File: src/rtl/riscv_fetch.sv
// Instruction fetch stage: owns the PC, issues one request at a time to the I-cache,
// buffers responses in a 2-entry queue for decode and handles execute redirects.
// Optional build macro: RISCV_FETCH_FAULT_STOP_EN (halt fetch after a faulting entry until redirect).
module riscv_fetch #(
    parameter logic [31:0] BOOT_VECTOR = 32'h80000000,
    parameter int          QUEUE_DEPTH = 2
) (
    input  logic        clk,
    input  logic        rst_n,
    input  logic        branch_request,
    input  logic [31:0] branch_pc,
    output logic        squash_out,
    output logic        icache_rd,
    output logic [31:0] icache_pc,
    input  logic        icache_accept,
    input  logic        icache_valid,
    input  logic [31:0] icache_inst,
    input  logic        icache_error,
    input  logic        icache_page_fault,
    output logic        fetch_valid,
    output logic [31:0] fetch_instr,
    output logic [31:0] fetch_pc,
    output logic        fetch_fault_fetch,
    output logic        fetch_fault_page,
    input  logic        fetch_accept
);

    if (QUEUE_DEPTH != 2) begin : g_bad_depth
        $error("riscv_fetch: QUEUE_DEPTH must be 2");
    end

    typedef struct packed {
        logic [31:0] instr;
        logic [31:0] pc;
        logic        err;
        logic        pf;
    } entry_t;

    logic [31:0] pc_q, pc_d;
    logic [31:0] out_pc_q, out_pc_d;
    logic        outstanding_q, outstanding_d;
    logic        discard_q, discard_d;
    logic [1:0]  count_q, count_d;
    entry_t      head_q, head_d;
    entry_t      tail_q, tail_d;
    logic        stop_fetch;

    logic        pop;
    logic        push;
    logic        fire;
    logic        credit_ok;
    entry_t      push_entry;

`ifdef RISCV_FETCH_FAULT_STOP_EN
    logic stopped_q, stopped_d;
    assign stop_fetch = stopped_q;
`else
    assign stop_fetch = 1'b0;
`endif

    assign pop  = (count_q != 2'd0) && fetch_accept;
    assign push = icache_valid && !discard_q && !branch_request;
    assign fire = icache_rd && icache_accept;

    // A returning response frees the outstanding slot but still lands in the queue,
    // so it keeps counting against queue credit this cycle.
    assign credit_ok = ({1'b0, count_q} + {2'b00, outstanding_q} - {2'b00, pop}) < 3'd2;
    assign icache_rd = rst_n && credit_ok && !(outstanding_q && !icache_valid) && !stop_fetch;
    assign icache_pc = pc_q;

    assign squash_out = branch_request;

    always_comb begin
        push_entry.instr = (icache_error || icache_page_fault) ? 32'h0 : icache_inst;
        push_entry.pc    = out_pc_q;
        push_entry.err   = icache_error;
        push_entry.pf    = icache_page_fault;
    end

    always_comb begin
        pc_d          = pc_q;
        out_pc_d      = out_pc_q;
        outstanding_d = outstanding_q;
        discard_d     = discard_q;
        count_d       = count_q;
        head_d        = head_q;
        tail_d        = tail_q;

        if (fire) begin
            outstanding_d = 1'b1;
            out_pc_d      = pc_q;
            pc_d          = pc_q + 32'd4;
        end else if (icache_valid) begin
            outstanding_d = 1'b0;
        end

        if (icache_valid && discard_q) begin
            discard_d = 1'b0;
        end

        if (push && pop) begin
            if (count_q == 2'd2) begin
                head_d = tail_q;
                tail_d = push_entry;
            end else begin
                head_d = push_entry;
            end
        end else if (push) begin
            if (count_q == 2'd0) head_d = push_entry;
            else                 tail_d = push_entry;
            count_d = count_q + 2'd1;
        end else if (pop) begin
            head_d  = tail_q;
            count_d = count_q - 2'd1;
        end

        // Redirect overrides everything above; an in-flight or just-accepted fetch is stale.
        if (branch_request) begin
            pc_d      = {branch_pc[31:2], 2'b00};
            count_d   = 2'd0;
            discard_d = (outstanding_q && !icache_valid) || fire;
        end
    end

`ifdef RISCV_FETCH_FAULT_STOP_EN
    always_comb begin
        stopped_d = stopped_q;
        if (branch_request)                                      stopped_d = 1'b0;
        else if (push && (icache_error || icache_page_fault))    stopped_d = 1'b1;
    end

    always_ff @(posedge clk) begin
        if (!rst_n) stopped_q <= 1'b0;
        else        stopped_q <= stopped_d;
    end
`endif

    always_ff @(posedge clk) begin
        if (!rst_n) begin
            pc_q          <= BOOT_VECTOR;
            out_pc_q      <= 32'h0;
            outstanding_q <= 1'b0;
            discard_q     <= 1'b0;
            count_q       <= 2'd0;
        end else begin
            pc_q          <= pc_d;
            out_pc_q      <= out_pc_d;
            outstanding_q <= outstanding_d;
            discard_q     <= discard_d;
            count_q       <= count_d;
        end
    end

    // NOTE: queue payload is not reset; outputs are gated by fetch_valid, so stale data never escapes.
    always_ff @(posedge clk) begin
        head_q <= head_d;
        tail_q <= tail_d;
    end

    assign fetch_valid       = (count_q != 2'd0);
    assign fetch_instr       = fetch_valid ? head_q.instr : 32'h0;
    assign fetch_pc          = fetch_valid ? head_q.pc    : 32'h0;
    assign fetch_fault_fetch = fetch_valid && head_q.err;
    assign fetch_fault_page  = fetch_valid && head_q.pf;

    a_no_overflow: assert property (@(posedge clk) disable iff (!rst_n)
        !(push && !pop && count_q == 2'd2));

endmodule

File: config.mk
export PLATFORM = sky130hd
export DESIGN_NAME = riscv_fetch
export DESIGN_NICKNAME = d
export VERILOG_FILES = /design/src/rtl/riscv_fetch.sv
export SDC_FILE = /design/constraint.sdc
export NUM_CORES = 1
export LEC_CHECK = 0
export CAP_MARGIN = 15
export CORE_AREA = 2 2 207 148
export DETAILED_ROUTE_END_ITERATION = 6
export DIE_AREA = 0 0 209 150
export DONT_BUFFER_PORTS = 1
export PLACE_DENSITY = 0.51
export SETUP_SLACK_MARGIN = 0.3
export SYNTH_ARGS = -nofsm -noshare
export SYNTH_HDL_FRONTEND = slang
export SYNTH_SLANG_ARGS = --single-unit
File: constraint.sdc
create_clock -name clk -period 8.3 [get_ports clk]
set_input_delay 1.66 -clock clk [delete_from_list [all_inputs] [get_ports clk]]
set_output_delay 1.66 -clock clk [all_outputs]
set_load 0.01 [all_outputs]
==> reports/metrics.yaml, run 1 <==
global_route:
  grt_pass1_wl_um: 33700
  grtUsageTotal: 0.145
  antenna_found_initial: 0
  grt.busiest_layer: "met2"
  overflow: 0
  grt_pass1_vias: 5372
  grt_use_met2: 0.217
  grt.met1_usage: 0.196
  grtUsageMet3: 0.0527
  grt_max_degree: 73
power:
  leakage_uw: 0.00314
  irDropWorstVdd_mv: 0.129
  power_switching_uw: 488
  internal_power_uw: 1510
  seqPwrFrac: 0.546
  switching_share: 0.244
  clock_power_share: 0.396
  p_per_area_nw_per_um2: 209
  combPwrFrac: 0.058
clock_network:
  cts-hold-fix-buffers: 0
  clk_latency_ns: 0.45
  cts_resized: 0
  cts_tree: "yes"
  htree_levels: 4
  path_clk_slew_ns: 0.07
  cts_root_buf: "clkbuf_16"
  numCtsBuffers: 17
  clk_path_buf_depth: 2
  cts_setup_buffers: 0
  numClockSinks: 192
sta:
  setup_viol: 0
  period_needed_ns: 5.05
  relSlewSlack: 0.280
  finalHoldViolCount: 0
  slew_viol_final: 0
  fin_crit_sh: 0.608
  rsz0062_at_grt: "no"
  skew_ns: 0.0155
  tightest_slew_ns: 1.08
  fin_tns_setup_ns: 0
  fmax_ghz: 0.198
logic_synthesis:
  dominantRegCellSynth: "edfxtp_1"
  synth_area_um2: 8690
  synthCells: 749
  yosysSeqAreaShare: 0.590
  synth.top_cell.area_share: 0.443
  ys.warnings.count: 0
  syn_avg_cell_area_um2: 11.6
  async_flop_share: 0
  yosys.area.top_type: "edfxtp_1"
  synth-seq-cells: 192
  synth_edf_count: 128
  ys_top_cells_by_area: "edfxtp_1, dfxtp_1, mux2_2"
  yosysUniqueCellTypes: 53
route:
  ant_nets: 0
  dr_total_vias: 5596
  drt-total-wl_um: 22600
  viasPerCell: 5.01
  wl_per_cell_um: 20.2
  drt_iter0_drc: 322
  drc: 0
  firstDrtPassIters: 5
floorplanning:
  dieWidth_um: 209
  die_area_um2: 31400
  core_um2: 29500
  dieHeight_um: 150
  initial_core_util: 0.294
  ios: 173
  num_rows: 53
final_layout:
  stdcell_count: 1116
  area_growth_pct: 10.1
  nFillCells: 2963
  seq_area_um2: 5120
  multi_input_area_um2: 3320
  fin_nets: 791
  final_cell_area_um2: 9560
  final_layout_size_suffix_gt1_frac: 0.158
worst_setup_path:
  worst-r2r-cell-count: 8
  worstPathMaxFanout: 6
  start_kind: "input port"
  end_kind: "primary output"
  required_ns: 6.64
  worstPathArrival_ns: 3.39
  critPathKind: "in -> out"
run_status:
  outcome: "finished clean"
place:
  place_area_um2: 9000
  hpwl_um: 14100
  place_congestion: 0.768
  port_buffers: 0
  dp_cells: 1082
run:
  cap_violations: 0
hold_path:
  min_path_cells: 0
  hold_path.class: "reg -> reg"
-- cells in the mapped netlist, types with 2 or more instances --
library cell	number
or2_2	2
buf_4	5
and2_1	100
or3_1	3
o221ai_1	2
mux2i_1	2
mux2_2	64
o21ai_0	24
nor3b_1	4
o311ai_0	3
and3_1	7
a221o_1	2
a311oi_1	5
nor4_1	11
nand3b_1	2
buf_1	3
xnor2_1	2
a21boi_0	33
edfxtp_1	128
a211oi_1	9
inv_1	6
clkbuf_1	42
nor2_1	15
xor2_1	3
nor2b_1	6
or4_1	10
a31oi_1	10
o31ai_1	4
dfxtp_1	64
a21oi_1	5
o211ai_1	5
nand2b_1	4
nand4_1	14
and4_1	5
nand2_1	81
buf_2	11
nand3_1	20
nor3_1	18
-- routing by layer --
layer | wire length [µm] | vias to the layer above
met5 | 0 | -
met4 | 186 | 0
met3 | 1510 | 11
met2 | 9970 | 137
met1 | 10900 | 2786
li1 | - | 2662
-- worst paths after layout --
| check | slack, ns | startpoint | to |
|---|---|---|---|
| setup reg to reg | 4.94 | count_q[1] | icache_pc[30] |
| hold reg to reg | 0.46 | out_pc_q[19] | tail_q[21] |
| hold / removal | 0.46 | out_pc_q[19] | tail_q[21] |
| setup / recovery | 3.25 | fetch_accept | icache_rd |
-- layout make-up --
class,instances,share of cell area
Tap cell,385,0.0504
Sequential cell,192,0.536
Multi-Input combinational cell,492,0.347
Inverter,7,0.00275
Clock inverter,11,0.00785
Antenna cell,1,0.000262
Clock buffer,21,0.0493
Timing Repair Buffer,7,0.00628
-- power by group through the flow --
stage          combinational (µW)  sequential, µW  clock (µW)
2_1_floorplan                 100            1100           0
3_3_place_gp                  117            1110           0
3_5_place_dp                  118            1110           0
4_1_cts                       119            1090         822
5_1_grt                       130            1100         858
6_report                      116            1090         791
-- registers in the layout (all words and copies together), names as in the netlist --
signal,count
count_q,2
tail_q,64
out_pc_q,30
icache_pc,30
discard_q,1
outstanding_q,1
head_q,64
-- logic make-up after synthesis --
kind of cell / Yosys count / synth area share
compound gates: 107 / 0.0854
xor+xnor: 5 / 0.00504
mux: 66 / 0.0853
buf+inv: 68 / 0.0331
flops: 192 / 0.590
simple gates: 308 / 0.197
other cells: 1 / 0.000432
fa+ha+maj: 2 / 0.00375
-- stage by stage --
stage                      util  setup WS, ns  total power, µW  hold WS, ns
after floorplan               -         0.799             1200        0.426
after global placement    0.305          3.28             1230        0.442
after detailed placement  0.305          3.23             1230        0.440
after CTS                 0.323          3.22             2030        0.452
after global routing      0.324          3.13             2080        0.475
final                     0.324          3.25             2000        0.458
-- worst max-delay path: stages --
cell and delay (ns):
nand3b_1 0.13, o21ai_0 0.18, nand2_1 0.13, fa_1 0.54
nand2_1 0.08, nor3_1 0.65
-- cells in the final DEF (no fill, tap or decap), types with 5 or more instances in the layout --
cell type / count
and2_1: 100
dfxtp_1: 64
o211ai_1: 5
nor4_1: 11
a21boi_0: 33
edfxtp_1: 128
mux2_2: 64
buf_4: 6
a211oi_1: 8
a21oi_1: 5
nor3_1: 18
and3_1: 7
a31oi_1: 10
nand2_1: 81
nor2b_1: 6
o21ai_0: 23
clkbuf_16: 18
nand3_1: 20
or4_1: 10
nor2_1: 14
a311oi_1: 5
nand4_1: 14
inv_1: 5
Power figures use the tool's default switching activity.
==> inputs of run 2 (changes only) <==
--- a/config.mk
+++ b/config.mk
@@ -10,7 +10,7 @@
 export DETAILED_ROUTE_END_ITERATION = 6
 export DIE_AREA = 0 0 209 150
 export DONT_BUFFER_PORTS = 1
-export PLACE_DENSITY = 0.51
+export PLACE_DENSITY = 0.53
 export SETUP_SLACK_MARGIN = 0.3
 export SYNTH_ARGS = -nofsm -noshare
 export SYNTH_HDL_FRONTEND = slang
==> constraint.sdc (replaced) <==
create_clock -name clk -period 4.5 [get_ports clk]
set_input_delay 0.9 -clock clk [delete_from_list [all_inputs] [get_ports clk]]
set_output_delay 0.9 -clock clk [all_outputs]
set_load 0.01 [all_outputs]
==> reports/metrics.yaml, run 2 (synthesis gave the netlist of run 1 again) <==
run_status:
  outcome: "finished clean"
final_layout:
  final_cell_mix: "edfxtp_1, and2_1, nand2_1"
  biggestRegsByFlops: "head_q: 64 flops, tail_q: 64 flops"
  stdcell_count: 1118
  nFillCells: 2955
  fin_nets: 794
  area_growth_pct: 10.4
  final_common_cell: "edfxtp_1"
  final_layout_size_suffix_gt1_frac: 0.162
  antennaDiodeCount: 0
  seq_area_um2: 5120
  multi_input_area_um2: 3320
worst_setup_path:
  start_kind: "flip-flop"
  worstPathMaxFanout: 8
  worstPathArrival_ns: 2.44
  critPathKind: "reg -> out"
  required_ns: 3.60
  end_kind: "primary output"
route:
  viasPerCell: 5.03
  drt-total-wl_um: 21500
  drc: 0
  dr_total_vias: 5628
  drt_iter0_drc: 331
  wl_per_cell_um: 19.2
  firstDrtPassIters: 5
  ant_nets: 0
place:
  dp_cells: 1085
  port_buffers: 0
  hpwl_um: 14000
  place_congestion: 0.777
  dp_slack_ns: 1.17
sta:
  skew_ns: 0.0159
  tightest_slew_ns: 1.02
  finalHoldViolCount: 0
  fin_crit_sh: 0.742
  rsz0062_at_grt: "no"
  slew_viol_final: 0
  fin_tns_setup_ns: 0
  relSlewSlack: 0.317
  period_needed_ns: 3.34
  setup_viol: 0
  setup_slack_ns: 1.16
  fmax_ghz: 0.299
floorplanning:
  num_rows: 53
  initial_core_util: 0.294
  die_area_um2: 31400
  dieWidth_um: 209
  core_um2: 29500
  ios: 173
  dieHeight_um: 150
power:
  internal_power_uw: 2770
  p_per_area_nw_per_um2: 383
  switching_share: 0.247
  seqPwrFrac: 0.548
  clock_power_share: 0.393
  leakage_uw: 0.00314
  power_switching_uw: 906
  combPwrFrac: 0.059
  irDropWorstVdd_mv: 0.230
clock_network:
  htree_levels: 4
  cts_tree: "yes"
  cts_resized: 0
  numCtsBuffers: 17
  cts-hold-fix-buffers: 0
  cts_root_buf: "clkbuf_16"
  clk_latency_ns: 0.43
  cts_setup_buffers: 0
  clk_path_buf_depth: 2
  numClockSinks: 192
  path_clk_slew_ns: 0.07
global_route:
  grt_pass1_wl_um: 33000
  grt_max_degree: 73
  overflow: 0
  grt_pass1_vias: 5381
  grtUsageTotal: 0.138
  antenna_found_initial: 1
hold_path:
  hold_path.class: "reg -> reg"
run:
  cap_violations: 0
## run 2: cell types whose count changed in the layout (fill, tap and decap cells not counted), sizes merged
cell | before | now
buf | 7 | 10
clkbuf | 21 | 19
clkinv | 5 | 4
clkinvlp | 1 | 4
diode | 1 | 0
## run 2: power groups by stage
stage / clock network, µW / logic [µW] / registers (µW)
4_1_cts: 1500 / 222 / 2010
2_1_floorplan: 0 / 186 / 2030
3_5_place_dp: 0 / 221 / 2050
3_3_place_gp: 0 / 218 / 2050
5_1_grt: 1560 / 244 / 2020
6_report: 1440 / 216 / 2010
## run 2: area by class of cell
type	count	area share
repair buffers	10	0.00991
clock inverters	13	0.0107
inverters	7	0.00274
flip-flops and latches	192	0.534
clock buffers	19	0.0462
multi-input cells	492	0.346
well taps	385	0.0502
## run 2: layer usage
metal | GRT usage | wire [µm]
met5 | 0 | 0
met3 | 0.0476 | 1560
met4 | 0.0300 | 171
met2 | 0.204 | 9470
met1 | 0.194 | 10300
## run 2: worst paths after layout
| path | startpoint | endpoint | slack, ns | cells past startpoint |
|---|---|---|---|---|
| setup / recovery | count_q[1] | icache_rd | 1.16 | 6 |
| hold / removal | out_pc_q[14] | tail_q[16] | 0.46 | 0 |
| setup reg to reg | count_q[1] | icache_pc[26] | 1.51 | 8 |
| hold reg to reg | out_pc_q[14] | tail_q[16] | 0.46 | 0 |
## run 2: through the flow
stage | util | total power, µW | hold WS [ns] | cell area, µm²
finish | 0.325 | 3670 | 0.462 | 9590
global route | 0.325 | 3820 | 0.477 | 9590
detailed placement | 0.306 | 2270 | 0.444 | 9030
CTS | 0.325 | 3740 | 0.465 | 9580
floorplan | - | 2210 | 0.426 | 8710
global placement | 0.306 | 2270 | 0.444 | 9030
## run 2: worst max-delay path, stage by stage, from the launching register on
cell	delay (ns)
dfxtp_1	0.52
nand3b_1	0.21
o21ai_0	0.19
nand2_1	0.11
fa_1	0.52
nand2_1	0.07
nor3_1	0.39
